==> config.mk <==
export PLATFORM = sky130hd
export DESIGN_NAME = mem_arbiter
export DESIGN_NICKNAME = d
export VERILOG_FILES = /design/src/rtl/mem_arbiter.sv
export SDC_FILE = /design/constraint.sdc
export NUM_CORES = 1
export LEC_CHECK = 0
export BUFFER_PORTS_ARGS = -buffer_cell sky130_fd_sc_hd__buf_4
export CAP_MARGIN = 10
export CORE_AREA = 4 4 102 104
export CTS_CLUSTER_SIZE = 25
export DETAILED_ROUTE_END_ITERATION = 10
export DIE_AREA = 0 0 106 108
export GPL_TIMING_DRIVEN = 0
export PLACE_DENSITY = 0.91
export SYNTH_ARGS = -nofsm -noshare
export SYNTH_HDL_FRONTEND = slang
export SYNTH_SLANG_ARGS = --single-unit
==> constraint.sdc <==
create_clock -name CLK -period 5.3 [get_ports CLK]
set_clock_uncertainty 0.15 [all_clocks]
set_input_delay 0.795 -clock CLK [delete_from_list [all_inputs] [get_ports CLK]]
set_output_delay 0.795 -clock CLK [all_outputs]
set_load 0.1 [all_outputs]
==> src/rtl/mem_arbiter.sv <==
// -----------------------------------------------------------------------------
// mem_arbiter
//
// Serializes word requests from the instruction cache (read-only) and the data
// cache (read/write) onto a single RAM port. Contested grants alternate between
// the two requesters. A per-access watchdog aborts an access if the RAM does
// not answer within TIMEOUT cycles.
//
// Handshake contract (both requesters):
//   A requester raises its enable (iREN, or dREN/dWEN) together with address
//   and write data, and holds the enable until it sees its wait line low.
//   iwait/dwait go low for exactly one cycle, the completion cycle, and the
//   matching iload/dload is valid only in that cycle. Address and data are
//   captured at grant; later changes are ignored until the next grant. If a
//   requester drops its enable mid-access, a normal RAM completion is
//   discarded (wait stays high). On the RAM side, ram_ren/ram_wen stay high
//   for the whole access, and ram_ready is a one-cycle pulse that ends it.
//
// Parameters:
//   TIMEOUT  cycles an access may wait for ram_ready before abort (2..255)
//   BAD      word returned on an aborted access
//
// Ports:
//   CLK, RST          clock, asynchronous active-high reset
//   iREN, iaddr       icache read request and word address
//   iload, iwait      icache return word and completion handshake
//   dREN, dWEN        dcache read / write requests (both high = write)
//   daddr, dstore     dcache word address and write data
//   dload, dwait      dcache return word and completion handshake
//   ram_ren, ram_wen  RAM read / write strobes
//   ram_addr          RAM address (latched at grant)
//   ram_store         RAM write data (latched at data grant)
//   ram_load          RAM read data, valid with ram_ready
//   ram_ready         RAM completion pulse
//   bus_err           sticky watchdog-abort flag, cleared only by reset
//   dbg_state_o       current FSM state (0 idle, 1 instr, 2 data)
// -----------------------------------------------------------------------------
module mem_arbiter #(
  parameter int          TIMEOUT = 64,
  parameter logic [31:0] BAD     = 32'hBAD1BAD1
) (
  input  logic        CLK,
  input  logic        RST,
  input  logic        iREN,
  input  logic [31:0] iaddr,
  output logic [31:0] iload,
  output logic        iwait,
  input  logic        dREN,
  input  logic        dWEN,
  input  logic [31:0] daddr,
  input  logic [31:0] dstore,
  output logic [31:0] dload,
  output logic        dwait,
  output logic        ram_ren,
  output logic        ram_wen,
  output logic [31:0] ram_addr,
  output logic [31:0] ram_store,
  input  logic [31:0] ram_load,
  input  logic        ram_ready,
  output logic        bus_err,
  output logic [1:0]  dbg_state_o
);

  typedef enum logic [1:0] {
    S_IDLE  = 2'd0,
    S_INSTR = 2'd1,
    S_DATA  = 2'd2
  } state_e;

  // Watchdog fires when the counter reaches this value without ram_ready.
  localparam logic [7:0] TO_LAST = 8'(TIMEOUT - 1);

  state_e      state_q, state_d;
  logic        last_d_q;   // 1: most recent grant went to the data side
  logic [31:0] addr_q;
  logic [31:0] store_q;
  logic        write_q;
  logic [7:0]  cnt_q;
  logic        bus_err_q;

  logic d_pend;
  logic grant_d;
  logic grant_i;
  logic busy;
  logic abort;

  // ---------------------------------------------------------------------------
  // Arbitration and watchdog decode
  // ---------------------------------------------------------------------------
  assign d_pend  = dREN | dWEN;
  // Data wins when it is alone, or when both pend and instr won last time.
  assign grant_d = d_pend & (~iREN | ~last_d_q);
  assign grant_i = iREN & ~grant_d;
  assign busy    = (state_q != S_IDLE);
  // A ready in the timeout cycle is a normal completion, not an abort.
  assign abort   = busy & (cnt_q == TO_LAST) & ~ram_ready;

  // ---------------------------------------------------------------------------
  // FSM: state register
  // ---------------------------------------------------------------------------
  always_ff @(posedge CLK or posedge RST) begin
    if (RST) begin
      state_q <= S_IDLE;
    end else begin
      state_q <= state_d;
    end
  end

  // ---------------------------------------------------------------------------
  // FSM: next state
  // ---------------------------------------------------------------------------
  always_comb begin
    state_d = state_q;
    case (state_q)
      S_IDLE: begin
        if (grant_d) begin
          state_d = S_DATA;
        end else if (grant_i) begin
          state_d = S_INSTR;
        end
      end
      S_INSTR, S_DATA: begin
        if (ram_ready || abort) begin
          state_d = S_IDLE;
        end
      end
      default: state_d = S_IDLE;
    endcase
  end

  // ---------------------------------------------------------------------------
  // FSM: outputs
  // Strobes are decoded from the state register so an asynchronous reset
  // drops them immediately.
  // ---------------------------------------------------------------------------
  always_comb begin
    ram_ren = 1'b0;
    ram_wen = 1'b0;
    iwait   = 1'b1;
    dwait   = 1'b1;
    iload   = ram_load;
    dload   = ram_load;
    case (state_q)
      S_INSTR: begin
        ram_ren = 1'b1;
        if (abort) begin
          iwait = 1'b0;
          iload = BAD;
        end else if (ram_ready && iREN) begin
          iwait = 1'b0;
        end
      end
      S_DATA: begin
        ram_ren = ~write_q;
        ram_wen = write_q;
        if (abort) begin
          dwait = 1'b0;
          dload = BAD;
        end else if (ram_ready && d_pend) begin
          dwait = 1'b0;
        end
      end
      default: begin
      end
    endcase
  end

  // ---------------------------------------------------------------------------
  // Request latch, fairness bit, watchdog counter, sticky error
  // ---------------------------------------------------------------------------
  always_ff @(posedge CLK or posedge RST) begin
    if (RST) begin
      last_d_q  <= 1'b0;
      addr_q    <= 32'h0;
      store_q   <= 32'h0;
      write_q   <= 1'b0;
      cnt_q     <= 8'h0;
      bus_err_q <= 1'b0;
    end else if (state_q == S_IDLE) begin
      // ram_ready seen here is stray and deliberately ignored.
      if (grant_d) begin
        addr_q   <= daddr;
        store_q  <= dstore;
        write_q  <= dWEN;
        last_d_q <= 1'b1;
        cnt_q    <= 8'h0;
      end else if (grant_i) begin
        addr_q   <= iaddr;
        write_q  <= 1'b0;
        last_d_q <= 1'b0;
        cnt_q    <= 8'h0;
      end
    end else begin
      cnt_q <= cnt_q + 8'd1;
      if (abort) begin
        bus_err_q <= 1'b1;
      end
    end
  end

  assign ram_addr    = addr_q;
  assign ram_store   = store_q;
  assign bus_err     = bus_err_q;
  assign dbg_state_o = state_q;

endmodule

# After elaboration in Yosys (flattened, before gate mapping)

Cells that the tools add are included.

Register bits after elaboration: 77
Input bits: 134
Output and inout port bits: 135
Word-level logic and storage cells: 59

Add/subtract/negate cells: 1
Equality and inequality tests: 5
Muxes and demuxes: 23
Bitwise logic cells: 12
Reductions and logical operators: 11

Operator list:

| kind                                                 | count |
|---|---|
| two-way mux 32 bit                                   | 5 |
| two-way mux 8 bit                                    | 3 |
| two-way mux 1 bit                                    | 10 |
| adder 8 x 1 -> 8 bit (second input constant)         | 1 |
| equality test 8 x 6 -> 1 bit (second input constant) | 1 |
| AND reduction 2 bit                                  | 4 |
| two-way mux 2 bit                                    | 3 |
| inverter 1 bit                                       | 6 |
| AND 1 bit                                            | 4 |
| case mux 2 bit (2 select lines)                      | 1 |
| nonzero test 2 bit                                   | 2 |
| inequality test 3 bit (second input constant)        | 1 |
| equality test 2 x 1 -> 1 bit (second input constant) | 1 |
| equality test 2 bit (second input constant)          | 1 |
| logical AND 1 bit                                    | 2 |
| logical NOT 2 bit                                    | 1 |
| inequality test 2 bit (second input constant)        | 1 |
| OR 1 bit                                             | 2 |
| case mux 1 bit (2 select lines)                      | 1 |
| OR reduction 2 bit                                   | 1 |
| logical OR 1 bit                                     | 1 |

# Depth between registers and ports, before layout

Depth in word-level cells: 8
Gate-level depth with buffers: 6
Gate-level depth less buffers: 5

# Least setup slack after synthesis

OpenSTA, ideal clock, no wires.

Path kind: register to output
Start point: reg state_q[0], in the netlist dbg_state_o[0]
End point: out dwait
Arrival: 3.832 ns
Required time: 4.355 ns
Setup slack: 0.523 ns
Stages on the path, launching flop included: 7
Buffers on the path: 1
Cells stage by stage: dfrtp_1 inv_1 ha_1 clkbuf_1 nand4b_1 nor3_1 o21ai_0

Longest elaborated chain between the ends: 5
Elaborated cells between the ends (all ways): 6
Those cells by class: eq/ne: 1; mux: 2; bitwise: 2; reduce/logical: 1

Ends and longest elaborated chain:

| item                    | line | source |
|---|---|---|
| start, declared         | 73   | `state_e state_q, state_d;` |
| start signal, assigned  | 105  | `state_q <= state_d;` |
| nonzero test 2 bit      | 94   | `assign busy = (state_q != S_IDLE);` |
| AND 1 bit (2 in series) | 96   | `assign abort = busy & (cnt_q == TO_LAST) & ~ram_ready;` |
| two-way mux 1 bit       | 156  | `if (abort) begin` |
| two-way mux 1 bit (*)   | 143  | `case (state_q)` |
| end, declared           | 53   | `output logic dwait,` |

Mark *: on every way between the ends. The rest lies on a longest branch, timed or not.

# Worst setup path in the final report

Start point: reg state_q[0], in the netlist dbg_state_o[0]
End point: out dload[7]

Longest elaborated chain between the ends: 5
Elaborated cells between the ends (all ways): 6
Those cells by class: eq/ne: 1; mux: 2; bitwise: 2; reduce/logical: 1

Ends and longest elaborated chain:

| item                    | line | source |
|---|---|---|
| nonzero test 2 bit      | 94   |  |
| AND 1 bit (2 in series) | 96   |  |
| two-way mux 32 bit      | 156  |  |
| two-way mux 32 bit (*)  | 143  |  |
| end, declared           | 52   | `output logic [31:0] dload,` |

Marked as above.

==> results by group <==
Routing
  – Met3 wire len: 1.048 mm
  – Drt first-iter violations: 157
  – First-pass DRT Iterations: 4
  – WL per Instance: 17.06 um
  – Number of remaining DRC errors: 0
  – Via count: 3,717
  – WL met2: 7.418 mm
  – Total routed wirelength: 13.14 mm
  – Routed Antenna Nets: 0
  – Via-to-Cell Ratio: 4.827
  – Met1 wire length: 4.490 mm
  – Top sig layer: met4

Placement
  – Placer Congestion: 0.7767
  – PortBufs: 268
  – HPWL after DPL: 10.74 mm

GRT
  – Largest net degree at the start of global routing: 72
  – GRT overflow: 0
  – Antenna violations before repair: 0
  – First-pass GRT wire length: 19.81 mm
  – Total track usage: 22.06%
  – Vias in the first global route: 3,939

Timing
  – Tcrit/Tclk final: 63.91%
  – Fmax: 295.2 MHz
  – Max-slew violations: 0
  – RSZ-0062 raised after global routing: no
  – Endpoints failing setup: 0
  – Worst Max-Slew Pin Slew: 0.7284 ns
  – Hold Violations, Final: 0
  – Minimum clock period: 3.387 ns
  – Relative slew slack: 51.15%
  – Setup TNS Final: 0 ns

Floorplan
  – Initial Utilization: 41.08%
  – Number of top-level pins: 269
  – DIE WIDTH: 106 um
  – Core Area: 9549 sq um
  – Chip height: 108 um
  – Row count: 36
  – Die Footprint: 11,450 sq um

Synthesis
  – Sequential area share after synthesis: 49.12%
  – Synthesis-stage register bit count: 77
  – Mapped Area: 3923 sq um
  – Async set-or-reset flop fraction in the synthesized netlist: 100.0%
  – Synth Instances: 352
  – Synth unique cells: 39
  – Main synth FF type: dfrtp_1
  – Post-synth EDFFs: 0
  – Synthesized Nets: 490
  – Synth warn: 0
  – Synthesized area per cell: 11.14 sq um

Min path
  – HP Class: primary input to asynchronous set/reset pin

Clock tree
  – Post-CTS Hold Fix Bufs: 0
  – Clk slew on worst S/H paths: 0.08 ns
  – Worst-Skew Late Latency: 0.33 ns
  – Deepest clock path buffer count: 2
  – Clock sinks: 77
  – Postcts setup bufs: 0
  – H-tree levels: 3
  – Num CTS Buffers: 9
  – Clk root buf: clkbuf_8
  – CTS tree: built
  – Post-cts resize count: 0

Setup path
  – Largest fanout on the critical path: 10
  – Worst flop-to-flop path startpoint: dbg_state_o[0]
  – Reg2Reg Depth: 6
  – CP required: 4.36 ns
  – Worst reg2reg setup slack: 3.17 ns
  – Crit Path Class: flop to output port
  – WP data arrival: 2.44 ns
  – Crit. End Element: output port
  – Worst Setup Start Kind: flop
  – FF-to-FF End: dbg_state_o[0]

Finish
  – Share of cells above drive strength 1: 50.24%
  – Commonest non-fill, non-tap cell in the layout: buf_4
  – Final net count: 770
  – Final core utilization: 66.72%
  – Syn-to-layout area delta: 62.42%
  – # diodes: 0
  – Commonest cells after routing, fill and taps aside: buf_4 (271), dfrtp_1 (77), nand2_1 (40)

Outcome
  – Status: completed

Flow run
  – Max_cap viols: 0
-- worst max-delay path: stages (launching register included) --
cell	delay [ns]
dfrtp_1	0.41
inv_1	0.10
ha_1	0.24
and4b_1	0.36
nand4_1	0.25
clkbuf_1	0.29
nand2b_1	0.16
buf_4	0.30
-- logic make-up (layout without fill, tap and decap cells) --
| logic type | Yosys count | after routing | share of synthesized area (%) |
|---|---|---|---|
| simple gates | 127 | 127 | 18.09 |
| flops | 77 | 77 | 49.12 |
| mux | 64 | 64 | 19.27 |
| compound gates | 53 | 53 | 8.517 |
| buf+inv | 25 | 310 | 3.285 |
| fa+ha+maj | 4 | 4 | 1.276 |
| xor+xnor | 2 | 2 | 0.4467 |
-- registers in the layout, indices dropped and copies added (netlist names) --
name and cells:
ram_addr 32, ram_store 32, cnt_q 8, dbg_state_o 2, bus_err 1, last_d_q 1
write_q 1
-- Yosys cell counts, types with 2 or more instances --
cell type | count | area [sq um]
nand2_1 | 40 | 150.1
o21ai_0 | 37 | 185.2
buf_6 | 3 | 33.78
ha_1 | 4 | 50.05
mux2_2 | 4 | 45.04
dfrtp_1 | 77 | 1927
a211o_1 | 2 | 17.52
nand2b_1 | 38 | 237.7
mux2i_1 | 32 | 320.3
o31ai_1 | 2 | 15.01
and2_1 | 32 | 200.2
buf_4 | 3 | 22.52
nor2_1 | 2 | 7.510
mux2_1 | 8 | 90.09
nand4_1 | 2 | 12.51
nand3_1 | 2 | 10.01
nand4b_1 | 2 | 17.52
inv_1 | 5 | 18.77
o211ai_1 | 5 | 37.54
clkbuf_1 | 13 | 48.80
mux2_4 | 20 | 300.3
xnor2_1 | 2 | 17.52
-- worst max-delay path by stage --
stage                   startpoint      endpoint  slack (ns)
finish              dbg_state_o[0]      dload[7]        1.91
floorplan           dbg_state_o[0]         dwait        0.52
global placement               RST  ram_addr[11]        1.59
CTS                 dbg_state_o[0]      dload[7]        1.86
detailed placement  dbg_state_o[0]      dload[7]        2.24
global route        dbg_state_o[0]      dload[7]        1.67
-- per-layer routing --
layer	vias up	GRT usage [%]
li1	1759	-
met2	168	43.62
met5	-	0
met1	1776	22.44
met3	14	6.567
met4	0	5.920
-- area by class of cell --
class | instances | area [sq um]
plain buffers | 20 | 110.1
repair buffers | 269 | 2039
fillers | 737 | 3178
multi-input cells | 250 | 1867
clock buffers | 12 | 145.1
inverters | 5 | 21.27
flip-flops and latches | 77 | 1927
well taps | 133 | 166.4
clock inverters | 4 | 95.09
-- through the flow --
stage	cell area (sq um)	hold slack, ns	worst slack (ns)	std cells
after CTS	6371	0.1735	1.859	770
after global routing	6371	0.1754	1.673	770
after global placement	6101	0.3109	1.592	753
final	6371	0.1919	1.913	770
after detailed placement	6131	0.3203	2.241	754
after floorplan	3923	0.3041	0.5226	352
Power is not shown: default switching activity piles up to over one toggle a cycle in this logic, so the estimate is an artifact.
